--- src/rtl/alu_pkg.sv ---
// alu_pkg: shared op encodings, FSM states and status flag layout for alu_iter
package alu_pkg;

    localparam logic [3:0] OP_ADD   = 4'b0000;
    localparam logic [3:0] OP_SUB   = 4'b0001;
    localparam logic [3:0] OP_AND   = 4'b0010;
    localparam logic [3:0] OP_OR    = 4'b0011;
    localparam logic [3:0] OP_XOR   = 4'b0100;
    localparam logic [3:0] OP_SLT   = 4'b0101;
    localparam logic [3:0] OP_SLTU  = 4'b0110;
    localparam logic [3:0] OP_SLL   = 4'b0111;
    localparam logic [3:0] OP_SRL   = 4'b1000;
    localparam logic [3:0] OP_SRA   = 4'b1001;
    localparam logic [3:0] OP_MUL   = 4'b1010;
    localparam logic [3:0] OP_MULHU = 4'b1011;

    typedef enum logic [1:0] {
        IDLE = 2'd0,
        MUL  = 2'd1,
        DONE = 2'd2
    } state_t;

    typedef struct packed {
        logic zero;
        logic eq;
        logic neg;
        logic carry;
        logic ovf;
    } flags_t;

endpackage

--- src/rtl/alu_mul_iter.sv ---
// alu_mul_iter: shift-add multiplier, one partial product per clock, WIDTH steps per product
module alu_mul_iter
    import alu_pkg::*;
#(
    parameter int WIDTH = 32
) (
    input  logic                 clk,
    input  logic                 rst,
    input  logic                 start,
    input  logic [WIDTH-1:0]     a,
    input  logic [WIDTH-1:0]     b,
    output logic [2*WIDTH-1:0]   product,
    output logic                 done
);

    localparam int SHW = $clog2(WIDTH);

    logic [WIDTH-1:0]   mcand;
    logic [2*WIDTH-1:0] p;
    logic [SHW-1:0]     cnt;
    logic [WIDTH:0]     sum;

    // product is the value after the step taking place this cycle, so the
    // caller can capture the final product on the same edge as the last step
    always_comb begin
        sum     = {1'b0, p[2*WIDTH-1:WIDTH]} + {1'b0, (p[0] ? mcand : {WIDTH{1'b0}})};
        product = {sum, p[WIDTH-1:1]};
        done    = cnt == SHW'(WIDTH - 1);
    end

    // start loads multiplicand and multiplier; otherwise step every clock
    always_ff @(posedge clk) begin
        if (rst) begin
            mcand <= '0;
            p     <= '0;
            cnt   <= '0;
        end else if (start) begin
            mcand <= a;
            p     <= {{WIDTH{1'b0}}, b};
            cnt   <= '0;
        end else begin
            p     <= product;
            cnt   <= cnt + SHW'(1);
        end
    end

endmodule

--- src/rtl/alu_iter.sv ---
// alu_iter: handshaked execute-stage ALU with registered flags and iterative multiply
module alu_iter
    import alu_pkg::*;
#(
    parameter int WIDTH = 32
) (
    input  logic             clk,
    input  logic             rst,
    input  logic             flush,
    input  logic             in_valid,
    output logic             in_ready,
    input  logic [WIDTH-1:0] a,
    input  logic [WIDTH-1:0] b,
    input  logic [3:0]       alu_ctrl,
    output logic             out_valid,
    input  logic             out_ready,
    output logic [WIDTH-1:0] result,
    output logic             zero,
    output logic             eq,
    output logic             neg,
    output logic             carry,
    output logic             ovf
);

    localparam int SHW = $clog2(WIDTH);

    state_t             state, state_n;
    flags_t             flg, s_flg, m_flg;
    logic [WIDTH-1:0]   s_res, m_res;
    logic [WIDTH:0]     sum, diff;
    logic [SHW-1:0]     shamt;
    logic [2*WIDTH-1:0] prod;
    logic               mdone, accept, is_mul, hi_sel, eq_l;

    assign accept = in_valid && in_ready;
    assign is_mul = alu_ctrl == OP_MUL || alu_ctrl == OP_MULHU;

    alu_mul_iter #(.WIDTH(WIDTH)) u_mul (
        .clk     (clk),
        .rst     (rst),
        .start   (accept && is_mul),
        .a       (a),
        .b       (b),
        .product (prod),
        .done    (mdone)
    );

    // single-cycle result and flags straight from the presented operands
    always_comb begin
        sum   = {1'b0, a} + {1'b0, b};
        diff  = {1'b0, a} - {1'b0, b};
        shamt = b[SHW-1:0];
        case (alu_ctrl)
            OP_ADD:  s_res = sum[WIDTH-1:0];
            OP_SUB:  s_res = diff[WIDTH-1:0];
            OP_AND:  s_res = a & b;
            OP_OR:   s_res = a | b;
            OP_XOR:  s_res = a ^ b;
            OP_SLT:  s_res = {{(WIDTH-1){1'b0}}, $signed(a) < $signed(b)};
            OP_SLTU: s_res = {{(WIDTH-1){1'b0}}, a < b};
            OP_SLL:  s_res = a << shamt;
            OP_SRL:  s_res = a >> shamt;
            OP_SRA:  s_res = $unsigned($signed(a) >>> shamt);
            default: s_res = '0;
        endcase
        s_flg.zero  = s_res == '0;
        s_flg.eq    = a == b;
        s_flg.neg   = s_res[WIDTH-1];
        s_flg.carry = alu_ctrl == OP_ADD ? sum[WIDTH] :
                      alu_ctrl == OP_SUB ? !diff[WIDTH] : 1'b0;
        s_flg.ovf   = alu_ctrl == OP_ADD ? (a[WIDTH-1] == b[WIDTH-1]) && (sum[WIDTH-1] != a[WIDTH-1]) :
                      alu_ctrl == OP_SUB ? (a[WIDTH-1] != b[WIDTH-1]) && (diff[WIDTH-1] != a[WIDTH-1]) : 1'b0;
    end

    // multiply result selection; eq comes from the operands latched at accept
    always_comb begin
        m_res       = hi_sel ? prod[2*WIDTH-1:WIDTH] : prod[WIDTH-1:0];
        m_flg.zero  = m_res == '0;
        m_flg.eq    = eq_l;
        m_flg.neg   = m_res[WIDTH-1];
        m_flg.carry = 1'b0;
        m_flg.ovf   = 1'b0;
    end

    // state register
    always_ff @(posedge clk) begin
        if (rst) state <= IDLE;
        else     state <= state_n;
    end

    // next-state: flush always returns to IDLE and discards multiply progress
    always_comb begin
        state_n = state;
        case (state)
            IDLE:    state_n = accept ? (is_mul ? MUL : DONE) : IDLE;
            MUL:     state_n = mdone ? DONE : MUL;
            DONE:    state_n = accept ? (is_mul ? MUL : DONE) : (out_ready ? IDLE : DONE);
            default: state_n = IDLE;
        endcase
        if (flush) state_n = IDLE;
    end

    // handshake outputs
    always_comb begin
        out_valid = state == DONE;
        in_ready  = !rst && !flush && (state == IDLE || (state == DONE && out_ready));
    end

    // result/flag registers; they hold across DONE stalls and keep stale values on flush
    always_ff @(posedge clk) begin
        if (rst) begin
            result <= '0;
            flg    <= '0;
            hi_sel <= 1'b0;
            eq_l   <= 1'b0;
        end else if (accept && !is_mul) begin
            result <= s_res;
            flg    <= s_flg;
        end else if (accept) begin
            hi_sel <= alu_ctrl == OP_MULHU;
            eq_l   <= a == b;
        end else if (state == MUL && mdone && !flush) begin
            result <= m_res;
            flg    <= m_flg;
        end
    end

    assign zero  = flg.zero;
    assign eq    = flg.eq;
    assign neg   = flg.neg;
    assign carry = flg.carry;
    assign ovf   = flg.ovf;

endmodule

--- config.mk ---
export PLATFORM = sky130hd
export DESIGN_NAME = alu_iter
export DESIGN_NICKNAME = d
export VERILOG_FILES = /design/src/rtl/alu_pkg.sv /design/src/rtl/alu_mul_iter.sv /design/src/rtl/alu_iter.sv
export SDC_FILE = /design/constraint.sdc
export NUM_CORES = 1
export LEC_CHECK = 0
export CORE_MARGIN = 2
export CORE_UTILIZATION = 31
export CTS_CLUSTER_DIAMETER = 50
export DETAILED_ROUTE_END_ITERATION = 6
export DONT_BUFFER_PORTS = 1
export SLEW_MARGIN = 10
export SYNTH_ARGS = -nofsm -noshare
export SYNTH_HDL_FRONTEND = slang
export SYNTH_SLANG_ARGS = --single-unit
--- constraint.sdc ---
create_clock -name clk -period 4.36 [get_ports clk]
set_clock_uncertainty 0.15 [all_clocks]
set_input_delay 0.436 -clock clk [delete_from_list [all_inputs] [get_ports clk]]
set_output_delay 0.436 -clock clk [all_outputs]
set_load 0.1 [all_outputs]
; Word-level counts from Yosys, hierarchy flattened
; Cells that the tools add are included.
[word_totals]
ff_bits = 142
out_inout_bits = 39
[classes]
add_sub_neg = 4
magnitude_cmp = 2
n_eq_ne = 20
shift = 3
mux = 20
bitwise_logic = 4
n_reduce_logical = 25
[op_table]
columns = cell, count
row1 = 32-bit case mux with 10 select lines, 1
row2 = 32-bit 2-to-1 mux, 6
row3 = 32-bit by 32-bit adder with 33-bit output, 2
row4 = 32-bit logical NOT, 2
row5 = 32-bit less-than comparator, 2
row6 = 32-bit by 32-bit subtractor with 33-bit output, 1
row7 = 32-bit bitwise AND, 1
row8 = 32-bit equality test, 1
row9 = 32-bit bitwise OR, 1
row10 = 32-bit by 5-bit left shift with 32-bit output, 1
row11 = 32-bit by 5-bit right shift with 32-bit output, 1
row12 = 32-bit by 5-bit >>> shifter with 32-bit output, 1
row13 = 32-bit bitwise XOR, 1
row14 = 4-bit by 3-bit equality test with 1-bit output (second input constant), 4
row15 = 4-bit equality test (second input constant), 4
row16 = 5-bit 2-to-1 mux, 3
row17 = 1-bit logical AND, 10
row18 = 2-bit 2-to-1 mux, 5
row19 = 4-bit by 2-bit equality test with 1-bit output (second input constant), 2
row20 = 2-bit case mux with 3 select lines, 1
row21 = 5-bit by 1-bit adder with 5-bit output (second input constant), 1
row22 = 5-bit equality test (second input constant), 1
row23 = 4-bit by 1-bit equality test with 1-bit output (second input constant), 1
row24 = 1-bit logical NOT, 4
row25 = other kinds (13), 21

; Depth between registers and ports, before layout
[logic_depth]
word_depth = 8
mapped_depth = 17
depth_no_buf = 15

; Hierarchy
; A second synthesis with hierarchy kept.
[unflattened]
hier_cells = 2392
hier_area_um2 = 17722.0
[by_module_without_submodules]
columns = mod, instances, cells_per_inst, area_each_um2
row1 = alu_iter, 1, 1728, 11890.2
row2 = alu_mul_iter, 1, 664, 5831.8

; Worst setup path before layout
; No wires, ideal clock.
[synth_timing]
kind = input to register
from = in b[2]
to = reg flg (netlist bit zero)
setup_time_ps = 67
t_arrival_ps = 4198
path_slack_ps = -56
path_stages = 17
path_cell_list = inv_2 -> buf_1 -> buf_1 -> buf_1 -> ha_1 -> clkbuf_1 -> o21ai_0 -> o21bai_1 -> a211oi_2 -> nor3_1 -> a221o_1 -> a211o_1 -> a2111oi_0 -> nand4_1 -> nor4_1 -> nand4_1 -> o21ai_2
[synth_between]
elab_chain_cells = 4
word_cells_on_any_way = 13
cone_classes = add/sub: 2 / order compare: 2 / shift: 3 / mux: 2 / bitwise: 3 / reduce/logical: 1
[synth_lines]
columns = item, line
row1 = "start, declared", alu_iter.sv:13  ; input logic [WIDTH-1:0] b,
row2 = 32-bit by 32-bit subtractor with 33-bit output (tied with other cells), alu_iter.sv:51  ; diff = {1'b0, a} - {1'b0, b};
row3 = 32-bit case mux with 10 select lines *, alu_iter.sv:53  ; case (alu_ctrl)
row4 = 32-bit logical NOT *, alu_iter.sv:66  ; s_flg.zero = s_res == '0;
row5 = 5-bit 2-to-1 mux *, alu_iter.sv:116  ; end else if (accept && !is_mul) begin
row6 = "end signal, assigned", alu_iter.sv:118  ; flg <= s_flg;
row7 = "end signal, assigned", alu_iter.sv:124  ; flg <= m_flg;
row8 = "end, declared", alu_iter.sv:28  ; flags_t flg, s_flg, m_flg;
; Mark *: on every way between the ends. The rest lies on a longest branch, timed or not.
; A chain may end at the register's enable or synchronous reset.

; Worst setup path after layout
[layout_timing]
from = reg u_mul.p[0]
to = reg flg (netlist bit zero)
[layout_between]
elab_chain_cells = 7
[layout_lines]
columns = item, line
row1 = "start, declared", alu_mul_iter.sv:19  ; logic [2*WIDTH-1:0] p;
row2 = "start signal, assigned", alu_mul_iter.sv:39  ; p <= {{WIDTH{1'b0}}, b};
row3 = "start signal, assigned", alu_mul_iter.sv:42  ; p <= product;
row4 = 32-bit 2-to-1 mux, alu_mul_iter.sv:26  ; sum = {1'b0, p[2*WIDTH-1:WIDTH]} + {1'b0, (p[0] ? mcand : {WIDTH{1'b0}})};
row5 = 32-bit by 32-bit adder with 33-bit output, alu_mul_iter.sv:26
row6 = 32-bit 2-to-1 mux, alu_iter.sv:77  ; m_res = hi_sel ? prod[2*WIDTH-1:WIDTH] : prod[WIDTH-1:0];
row7 = 32-bit logical NOT, alu_iter.sv:78  ; m_flg.zero = m_res == '0;
row8 = 5-bit 2-to-1 mux, alu_iter.sv:122  ; end else if (state == MUL && mdone && !flush) begin
row9 = 5-bit 2-to-1 mux, alu_iter.sv:119  ; end else if (accept) begin
row10 = 5-bit 2-to-1 mux, alu_iter.sv:116
; Every way passes these cells. The select of a mux whose other input is x is not followed.

==> results_dict.tcl <==
set metrics [dict create \
    port-buffer-count 0 \
    overflow 0 \
    grt_pass1_wl_um 133100 \
    chipWidth_um 240.9 \
    synth_async_sr_flop_share_pct 0 \
    finalHoldViolations 0 \
    postPlaceCellArea_um2 18720 \
    clock_path_buffers 2 \
    path_clk_slew_ps 70 \
    vias_per_cell 6.379 \
    yosysWarnings 0 \
    routed_wl_um 92270 \
    status "complete, but fails checks" \
    ys_seq_elements 141 \
    worst_slack_ps 209.4 \
    finalCriticalPeriod_ps 4151 \
    setup_viol 0 \
    fin_hold_ws_ps 15.94 \
    report.final.slew_viol_count 0 \
    fmax_mhz 240.9 \
    syn_to_final_growth_pct 12.10 \
    highest_layer "met4" \
    start_util_pct 31.46 \
    crit_path_start_kind "flip-flop" \
    synthTopCellsByArea "dfxtp_1 (16%), ha_1 (10%), nand2_1 (6.6%), a21oi_1 (6.2%), nor2_1 (4.6%)" \
    reg2regPathDepth 16 \
    place_hpwl_um 71840 \
    cap_viol_max_count 0 \
    rsz0062_at_grt "false" \
    antenna_found_initial 1 \
    drive_above_1_share_pct 12.34 \
    dr_wl_met3_um 8988 \
    fill_cells 5977 \
    syn_inst 2401 \
    grt_pass1_vias 18950 \
    dieArea_um2 58030 \
    avgRoutedWirePerCell_um 29.15 \
    drc 4 \
    finalCritPeriodShare_pct 95.20 \
    holdCritPathClass "input pin to flip-flop" \
    track_usage_pct 31.13 \
    holdPathStages 2 \
    numCtsBuffers 17 \
    fin_area_um2 19500 \
    violations "design-rule violations" \
    syn_nets 2616 \
    drtIter0Drc 3035 \
    p_leak_nw 7.552 \
    yosys.area.top_type "dfxtp_1" \
    die_height_um 240.9 \
    syn_area_per_cell_um2 7.246 \
    required_ps 4580 \
    ir_worst_vdd_mv 0.2936 \
    critPathArrivalTime_ps 4370 \
    cts_tree "built" \
    dominantRegCellSynth "dfxtp_1" \
    crit_path_end_kind "flip-flop" \
    crit_type "flip-flop to flip-flop" \
    cts_max_level 4 \
    cts_sinks 141 \
    yosys.area.top_type_share_pct 16.22 \
    tightestPinTransition_ps 1194 \
    synth_edf_count 0 \
    root_buffer "clkbuf_16" \
    critPathMaxFanout 8 \
    grt_start_max_net_pins 103 \
    rows 86 \
    clk_latency_ps 420 \
    dpl_worst_slack_ps 27.91 \
    multiInputGateArea_um2 13470 \
    dr_total_vias 20190 \
    tns_ps 0 \
    final_antenna_net_count 0 \
    pwr_density_cell_nw_per_um2 224.7 \
    nNetsFinal 2616 \
    ys_seq_area_share_pct 16.22 \
    ys_types 97 \
    wl_met1_um 37130 \
    netlist_area_um2 17400 \
    core-area_um2 55310 \
    met2_length_um 40020 \
    gp_congestion 1.035 \
    boundaryPins 112 \
    regArea_um2 2824 \
    drt_first_pass_iters 7 \
    max_slew_margin_pct 19.80 \
]
==> final timing paths <==
| path | from | endpoint | slack [ps] |
|---|---|---|---|
| max reg2reg | u_mul.p[0]$_SDFF_PP0_ | zero$_SDFFE_PP0P_ | 210 |
| min | b[23] | u_mul.p[23]$_SDFF_PP0_ | 20 |
| max | u_mul.p[0]$_SDFF_PP0_ | zero$_SDFFE_PP0P_ | 210 |
| min reg2reg | u_mul.mcand[16]$_SDFFE_PP0P_ | u_mul.mcand[16]$_SDFFE_PP0P_ | 300 |
==> cell usage after synthesis, drive strengths merged, types with 45 or more instances <==
master  count
ha        139
nand3      56
clkbuf    121
a21oi     217
nor2b      50
inv       108
dfxtp     141
o21ai     126
mux2i      60
nand2     305
o211ai     45
a211oi     48
buf        54
nor2      211
==> kinds of logic after synthesis <==
| logic type | synth area share, % |
|---|---|
| buf+inv | 6.818 |
| flops | 16.22 |
| xor+xnor | 1.863 |
| simple gates | 24.01 |
| compound gates | 30.67 |
| mux | 10.08 |
| fa+ha+maj | 10.34 |
==> power by group <==
group / total, mW / switching [mW] / internal [mW] / leakage, nW
Clock: 1.44 / 0.638 / 0.805 / 0.279
Combinational: 1.55 / 0.968 / 0.581 / 6.13
Sequential: 1.39 / 0.0873 / 1.30 / 1.14
==> state kept, by name, summed over array words and instances (netlist names) <==
register,count
carry,1
eq,1
eq_l,1
hi_sel,1
ovf,1
result,32
state,2
u_mul.cnt,5
u_mul.mcand,32
u_mul.p,64
zero,1
==> critical path, stage by stage (launching register included) <==
cell and delay, ps:
dfxtp_1 370, and2_1 180, ha_1 210, inv_1 80
fa_1 250, nor2b_4 60, o31a_1 300, o31a_1 330
buf_4 160, or2_4 230, a311oi_4 310, xnor2_2 130
a211o_1 300, or4_1 550, nor4_2 230, a31oi_1 160
o21ai_2 80
==> timing repair <==
action	CTS	global route
hold buffers	15	0
hold endpoints to repair	103	0
endpoints found under the setup margin	0	1
setup buffers	0	1
resized for setup	0	6
==> per-layer routing <==
metal	vias to the layer above	global-route usage, %
li1	8891	-
met1	9759	40.84
met2	1275	48.31
met3	265	5.193
met4	0	17.64
met5	-	0
==> cell usage in the layout (no fill, tap or decap), types with 12 or more instances in the layout <==
| master | instances |
|---|---|
| a22oi_1 | 30 |
| nand2b_1 | 23 |
| clkbuf_16 | 17 |
| nor4_1 | 18 |
| o21ai_0 | 119 |
| nand4_1 | 24 |
| and3_1 | 14 |
| a2111oi_0 | 16 |
| a21oi_1 | 215 |
| a211oi_1 | 46 |
| and2_1 | 39 |
| o22ai_1 | 31 |
| ha_1 | 139 |
| buf_4 | 137 |
| nor2b_1 | 47 |
| nand3_1 | 55 |
| a31oi_1 | 29 |
| nor2_1 | 208 |
| or3_1 | 12 |
| mux2_2 | 43 |
| xnor2_1 | 21 |
| mux4_2 | 29 |
| o31ai_1 | 19 |
| a221oi_1 | 28 |
| inv_1 | 107 |
| dlygate4sd3_1 | 14 |
| nand2_1 | 305 |
| o211ai_1 | 45 |
| mux2i_1 | 60 |
| nor3_1 | 43 |
| xor2_1 | 15 |
| a21o_1 | 25 |
| dfxtp_1 | 140 |
| o221ai_1 | 16 |
| o21a_1 | 25 |
==> layout make-up <==
type	count	share of cell area (%)
Multi-Input combinational cell	1972	69.05
Sequential cell	141	14.48
Timing Repair Buffer	156	6.499
Tap cell	748	4.799
Clock buffer	17	2.181
Inverter	113	2.175
Clock inverter	15	0.7763
Antenna cell	3	0.03849
==> metrics by stage <==
stage	cells	power [mW]	utilization, %
floorplan	2401	2.380	-
global placement	3114	2.883	33.84
detailed placement	3114	2.872	33.84
CTS	3161	4.338	35.19
global route	3162	4.526	35.25
finish	3165	4.383	35.26
Note: power is estimated with default switching activity, not from simulation.
